[src/rtl/csa_mw_add_arbiter.sv]
// Two-requester front end for one shared WIDTH-bit adder: multi-word add, one word per cycle,
// LSW first, carry chained through a register, round-robin between simultaneous requesters.
module csa_mw_add_arbiter #(
   parameter int WIDTH  = 46,
   parameter int NWORDS = 4
) (
   input  logic                     i_clk,
   input  logic                     i_rst_n,
   input  logic [1:0]               i_req_valid,
   output logic [1:0]               o_req_ready,
   input  logic [NWORDS*WIDTH-1:0]  i_op_a0,
   input  logic [NWORDS*WIDTH-1:0]  i_op_b0,
   input  logic [NWORDS*WIDTH-1:0]  i_op_a1,
   input  logic [NWORDS*WIDTH-1:0]  i_op_b1,
   output logic                     o_rsp_valid,
   input  logic                     i_rsp_ready,
   output logic [NWORDS*WIDTH-1:0]  o_rsp_sum,
   output logic                     o_rsp_cout,
   output logic                     o_rsp_id,
   output logic [WIDTH-1:0]         o_add_a,
   output logic [WIDTH-1:0]         o_add_b,
   output logic                     o_add_cin,
   input  logic [WIDTH-1:0]         i_add_sum,
   input  logic                     i_add_cout,
   output logic                     o_busy
);

   localparam int TW = NWORDS * WIDTH;
   localparam int KW = (NWORDS > 1) ? $clog2(NWORDS) : 1;

   typedef enum logic [1:0] {
      S_IDLE = 2'd0,
      S_RUN  = 2'd1,
      S_DONE = 2'd2
   } state_t;

   state_t          r_state;
   logic [KW-1:0]   r_k;
   logic            r_carry;
   logic            r_rr;
   logic            r_id;
   logic            r_cout;
   logic [TW-1:0]   r_a;
   logic [TW-1:0]   r_b;
   logic [TW-1:0]   r_sum;

   logic            w_idle;
   logic            w_run;
   logic            w_grant;
   logic            w_accept;
   logic            w_last;

   // Handshakes: a request transfers on the edge where i_req_valid[r] & o_req_ready[r];
   // a result transfers on the edge where o_rsp_valid & i_rsp_ready.
   assign w_idle   = (r_state == S_IDLE);
   assign w_run    = (r_state == S_RUN);
   assign w_grant  = (&i_req_valid) ? r_rr : i_req_valid[1];
   assign w_accept = |(o_req_ready & i_req_valid);
   assign w_last   = (r_k == KW'(NWORDS - 1));

   assign o_req_ready[0] = w_idle & i_req_valid[0] & ~w_grant;
   assign o_req_ready[1] = w_idle & i_req_valid[1] & w_grant;

   assign o_add_a   = w_run ? r_a[r_k*WIDTH +: WIDTH] : '0;
   assign o_add_b   = w_run ? r_b[r_k*WIDTH +: WIDTH] : '0;
   assign o_add_cin = w_run & r_carry;

   assign o_rsp_valid = (r_state == S_DONE);
   assign o_rsp_sum   = r_sum;
   assign o_rsp_cout  = r_cout;
   assign o_rsp_id    = r_id;
   assign o_busy      = ~w_idle;

   always_ff @(posedge i_clk or negedge i_rst_n) begin
      if (!i_rst_n) begin
         r_state <= S_IDLE;
         r_k     <= '0;
         r_carry <= 1'b0;
         r_rr    <= 1'b0;
         r_id    <= 1'b0;
         r_cout  <= 1'b0;
         r_a     <= '0;
         r_b     <= '0;
         r_sum   <= '0;
      end else begin
         case (r_state)
            S_IDLE: begin
               if (w_accept) begin
                  r_a     <= w_grant ? i_op_a1 : i_op_a0;
                  r_b     <= w_grant ? i_op_b1 : i_op_b0;
                  r_id    <= w_grant;
                  r_k     <= '0;
                  r_carry <= 1'b0;
                  r_state <= S_RUN;
               end
            end
            S_RUN: begin
               r_sum[r_k*WIDTH +: WIDTH] <= i_add_sum;
               r_carry <= i_add_cout;
               r_k     <= r_k + 1'b1;
               if (w_last) begin
                  r_cout  <= i_add_cout;
                  r_state <= S_DONE;
               end
            end
            S_DONE: begin
               // The requester just served loses priority on the next tie.
               if (i_rsp_ready) begin
                  r_rr    <= ~r_id;
                  r_state <= S_IDLE;
               end
            end
            default: r_state <= S_IDLE;
         endcase
      end
   end

endmodule
[config.mk]
export PLATFORM = sky130hd
export DESIGN_NAME = csa_mw_add_arbiter
export DESIGN_NICKNAME = d
export VERILOG_FILES = /design/src/rtl/csa_mw_add_arbiter.sv
export SDC_FILE = /design/constraint.sdc
export NUM_CORES = 1
export LEC_CHECK = 0
export CORE_AREA = 4 4 412 414
export CTS_BUF_LIST = sky130_fd_sc_hd__clkbuf_8
export DETAILED_ROUTE_END_ITERATION = 10
export DIE_AREA = 0 0 416 418
export GPL_ROUTABILITY_DRIVEN = 0
export PLACE_DENSITY_LB_ADDON = 0.3
export SKIP_CTS_REPAIR_TIMING = 1
export SLEW_MARGIN = 0
export SYNTH_ARGS = -nofsm -noshare
export SYNTH_HDL_FRONTEND = slang
export SYNTH_SLANG_ARGS = --single-unit
[constraint.sdc]
create_clock -name i_clk -period 4.5 [get_ports i_clk]
set_input_delay 1.125 -clock i_clk [delete_from_list [all_inputs] [get_ports i_clk]]
set_output_delay 1.125 -clock i_clk [all_outputs]
set_load 0.005 [all_outputs]
# --- Yosys cells after proc, flatten, opt, wreduce, memory -nomap -nowiden ---
# Index checks and enable logic that the tools add are counted.
classes:
  add_sub_neg: 2
  eq_ne: 6
  shift: 4
  n_mul: 1
  n_bitwise: 9
  n_reduce_logical: 9
  muxes: 14
op_table:
  columns: ["operator", "n"]
  rows:
  - ["184-bit two-way mux", 2]
  - ["184-bit by 9-bit variable part select with 46-bit output", 2]
  - ["184-bit bitwise mux", 1]
  - ["46-bit by 34-bit variable shift with 184-bit output (first input constant)", 1]
  - ["46-bit by 34-bit variable part select with 184-bit output", 1]
  - ["46-bit two-way mux", 2]
  - ["8-bit negation with 34-bit output", 1]
  - ["2-bit AND reduction", 5]
  - ["2-bit two-way mux", 4]
  - ["2-bit by 5-bit multiplier with 7-bit output (second input constant)", 1]
  - ["2-bit by 1-bit != test with 1-bit output (second input constant)", 3]
  - ["2-bit one-hot mux with 3 select lines", 1]
  - ["1-bit bitwise AND", 5]
  - ["2-bit == test (second input constant)", 2]
  - ["2-bit one-hot mux with 2 select lines", 1]
  - ["1-bit NOT", 3]
  - ["3-bit AND reduction", 1]
  - ["2-bit by 1-bit adder with 2-bit output (second input constant)", 1]
  - ["2-bit bitwise AND", 1]
  - ["2-bit by 1-bit == test with 1-bit output (second input constant)", 1]
  - ["2-bit zero test", 1]
  - ["1-bit two-way mux", 2]
  - ["1-bit one-hot mux with 2 select lines", 1]
  - ["2-bit nonzero test", 1]
  - ["2-bit OR reduction", 1]
totals:
  wordCells: 54
  regBits: 560
  output_inout_bits: 283
  in_bits: 788

# --- Logic depth before layout (Yosys ltp) ---
depth:
  word_depth: 8
  mapped_depth: 15
  depth_no_buf: 8

# --- Least setup slack after synthesis ---
# No wires, ideal clock.
synth_timing:
  kind: "register to register"
  startpoint: "register r_k[1]"
  endpoint: "register r_sum[6], in the netlist o_rsp_sum[6]"
  setup_slack_ns: 1.238
  path_buffers: 4
  path_stages_with_launch: 12
  required_time_ns: 4.374
  arrival_ns: 3.136
  period_less_slack_ns: 3.262
  path_cell_list: "dfrtp_1 > buf_1 > clkbuf_1 > inv_1 > ha_1 > buf_6 > buf_6 > mux4_2 > and2_1 > a32oi_1 > o211ai_1 > a221o_1"
synth_between:
  elab_chain_cells: 4
synth_rtl:
  columns: ["element", "line", "rtl"]
  rows:
  - ["start, declared", "38", "logic [KW-1:0] r_k;"]
  - ["start signal, assigned", "100", "r_k <= r_k + 1'b1;"]
  - ["2-bit by 5-bit multiplier with 7-bit output (*)", "98", "r_sum[r_k*WIDTH +: WIDTH] <= i_add_sum;"]
  - ["8-bit negation with 34-bit output (*)", "98", null]
  - ["46-bit by 34-bit variable part select with 184-bit output or 46-bit by 34-bit variable shift with 184-bit output (tied branches)", "98", null]
  - ["184-bit bitwise mux (*)", "98", null]
  - ["end signal, assigned by index", "98", null]
  - ["end, declared", "45", "logic [TW-1:0] r_sum;"]
# Every way passes the cells marked *; elsewhere a longest branch is shown, timed or not.
# A chain may end at the register's enable or synchronous reset.

# --- Worst setup path after layout ---
layout_timing:
  startpoint: "register r_k[1]"
  endpoint: "output port o_add_b[34]"
layout_between:
  elab_chain_cells: 3
layout_rtl:
  columns: ["element", "line", "rtl"]
  rows:
  - ["2-bit by 5-bit multiplier with 7-bit output", "65", "assign o_add_b = w_run ? r_b[r_k*WIDTH +: WIDTH] : '0;"]
  - ["184-bit by 9-bit variable part select with 46-bit output", "65", null]
  - ["46-bit two-way mux", "65", null]
  - ["end, declared", "21", "output logic [WIDTH-1:0] o_add_b,"]
# No other way between the ends.

==> reports/metrics.cfg <==
[run]
cap_viol_max_count = 0

[timing]
rsz0062_at_grt = false
finalSetupViolCount = 0
hold_viol_final = 0
relSlewSlack = 0.269
worst_slew_pin_slew_ns = 1.09
post-route-period-util = 0.971
period_needed_ns = 4.37
drv_slew = 0
max_freq_ghz = 0.229
fin_hold_ws_ns = 0.376
clock_skew_ns = 0.0480

[grt]
grt_use_total = 0.210
grt_pass1_wl_mm = 266
overflow = 0
grt_pass1_vias = 34600
antenna_found_initial = 42
grt_max_degree = 189

[clocking]
cts_tree = yes
clkTransAtPathRegs_ns = 0.07
cts_sinks = 560
clockBufferDepth = 3
clk_latency_ns = 0.82
numCtsBuffers = 105
cts_root_buf = clkbuf_8
htreeDepth = 3

[finish]
drive_gt1_frac = 0.109
final_core_util = 0.291
final_area_mm2 = 0.0484
areaGrowthSynthToFinish_pct = 48.0
layout.cells.most_common = clkdlybuf4s50_1
fin_cells = 7020
num-fill-cells = 17900
mostFrequentLayoutCells = clkdlybuf4s50_1 (1069), nand2_1 (936), dfrtp_1 (558), nor2_1 (481), a31oi_1 (382)
nNetsFinal = 5511

[setup_path]
path_class = reg2out
cp_top_family = buffers and inverters
path_cells = buf_4 > buf_4 > mux4_2 > and2_1 > clkdlybuf4s50_1
path_max_fanout = 22
cp-start-kind = register
worstPathRequired_ns = 3.38
cp_common_cell = buf_4
arrival_ns = 3.25
critPathMaxStageDelay_ns = 0.52
path_buf_inv = 3
critical_path.slowest_cell = clkdlybuf4s50_1
endpoint_kind = primary output

[route]
dr.pass1.iters = 8
drc = 0
drt_wl_total_mm = 192
avgViaCountPerCell = 5.00
routedWlPerCell_um = 27.3
vias = 35100
antenna_left = 0
first_iter_violations = 4031

[logic_synthesis]
synth_simple_gate_area_frac = 0.212
synth_fa_ha_area_frac = 0.00306
syn_area_mm2 = 0.0327
synth-seq-cells = 560
avgSynthCellArea_um2 = 8.80
ys_async_sr_fraction = 1.00
synth_cell_type_count = 83
synth.area.mux_share = 0.130
synth-compound-area-share = 0.182
ys_seq_area_frac = 0.428
synth_nets = 4513
synth_top_family_by_area = simple AND/OR/NAND/NOR gates
ys_warn_count = 0
synth_edf_count = 0
synthCells = 3717
synth-xor-area-share = 0.000803
synthFlopType = dfrtp_1

[floorplan]
fp.dieArea_mm2 = 0.174
io_pins = 1071
start_util = 0.197
core_mm2 = 0.166
rows = 150
die_height_um = 418
die_w_um = 416

[place]
dpl_cell_area_mm2 = 0.0462
io_buffers = 1070
dpl.hpwl_mm = 147
dp_cells = 6812

[pwr]
p_leak_uw = 0.0190
p_per_area_mw_per_mm2 = 796
ir_drop_uv = 589
total_power_uw = 38500

[outcome]
outcome = finished clean

[hold_path]
min_path_type = in2async

[sequential cells by signal (all words and copies together), names as in the netlist]
register and flops:
r_state 2, o_rsp_cout 1, r_carry 1, r_rr 1, o_rsp_id 1, r_k 2, r_a 184, o_rsp_sum 184
r_b 184
[through the flow]
step | TNS, ns | setup slack [ns]
final | 0 | 0.129
after detailed placement | 0 | 0.120
after global routing | 0 | 0.000324
after floorplan | 0 | 1.24
after CTS | -0.0163 | -0.0163
after global placement | 0 | 0.109
[cell type report]
cell class	instances	area (um^2)	area share
antenna	23	57.6	0.00119
clock buffer	127	1750	0.0361
clock inverter	58	408	0.00843
inverter	18	67.6	0.00140
multi-input combinational	2824	17300	0.358
sequential	560	14000	0.290
tap	2204	2760	0.0570
timing repair buffer	1206	12000	0.248
[worst register-to-register path: stages (launching register included)]
cell and delay [ns]:
dfrtp_4 0.50, inv_1 0.16, ha_4 0.64, buf_4 0.48, mux4_2 0.74, a32o_1 0.33
a31oi_1 0.68, buf_4 0.29, o221ai_1 0.13
[report_power, final]
group,switching [uW],total (uW),leakage (uW),internal (uW)
clock,2460,5260,0.00125,2800
sequential,1800,9170,0.00669,7370
combinational,14400,24100,0.0111,9650
[cells by family after synthesis]
family                   after synthesis
XOR/XNOR                               3
AO/OA/AOI/OAI                        888
AND/OR/NAND/NOR                     1677
adder cells (fa/ha/maj)                8
buffers and inverters                333
flip-flops                           560
multiplexers                         248
[synth_stat cells (46+ instances only)]
library cell    n  area, um^2
and2_1        104         651
a21oi_1        76         380
mux2i_1        60         601
nand2_1       937        3520
a22oi_1        46         345
mux2_2         48         541
dfrtp_1       560       14000
o21ai_0        78         390
a31oi_1       382        2390
buf_2          46         230
o21ai_1        53         265
mux4_2        135        3040
nor2_1        482        1810
clkbuf_1      226         848
[metal layers]
| metal | track usage | vias up | part of all wire |
|---|---|---|---|
| met3 | 0.0619 | 470 | 0.096 |
| met1 | 0.245 | 17200 | 0.37 |
| met4 | 0.104 | 10 | 0.053 |
| met2 | 0.352 | 2026 | 0.48 |
| li1 | - | 15400 | - |
| met5 | 0 | - | 0.00027 |
[final timing paths]
check | start | endpoint | depth (start not counted) | slack (ns)
max reg2reg | r_k[1]$_DFFE_PN0P_ | o_rsp_sum[40]$_DFFE_PN0P_ | 8 | 0.39
min reg2reg | o_rsp_sum[134]$_DFFE_PN0P_ | o_rsp_sum[134]$_DFFE_PN0P_ | 2 | 0.48
min | i_rst_n | r_b[179]$_DFFE_PN0P_ | 1 | 0.38
min in group i_clk | o_rsp_sum[134]$_DFFE_PN0P_ | o_rsp_sum[134]$_DFFE_PN0P_ | 2 | 0.48
max in group asynchronous | i_rst_n | r_b[115]$_DFFE_PN0P_ | 2 | 3.08
max | r_k[1]$_DFFE_PN0P_ | o_add_b[34] | 5 | 0.13
No activity file was read; power rests on OpenSTA's default activity.
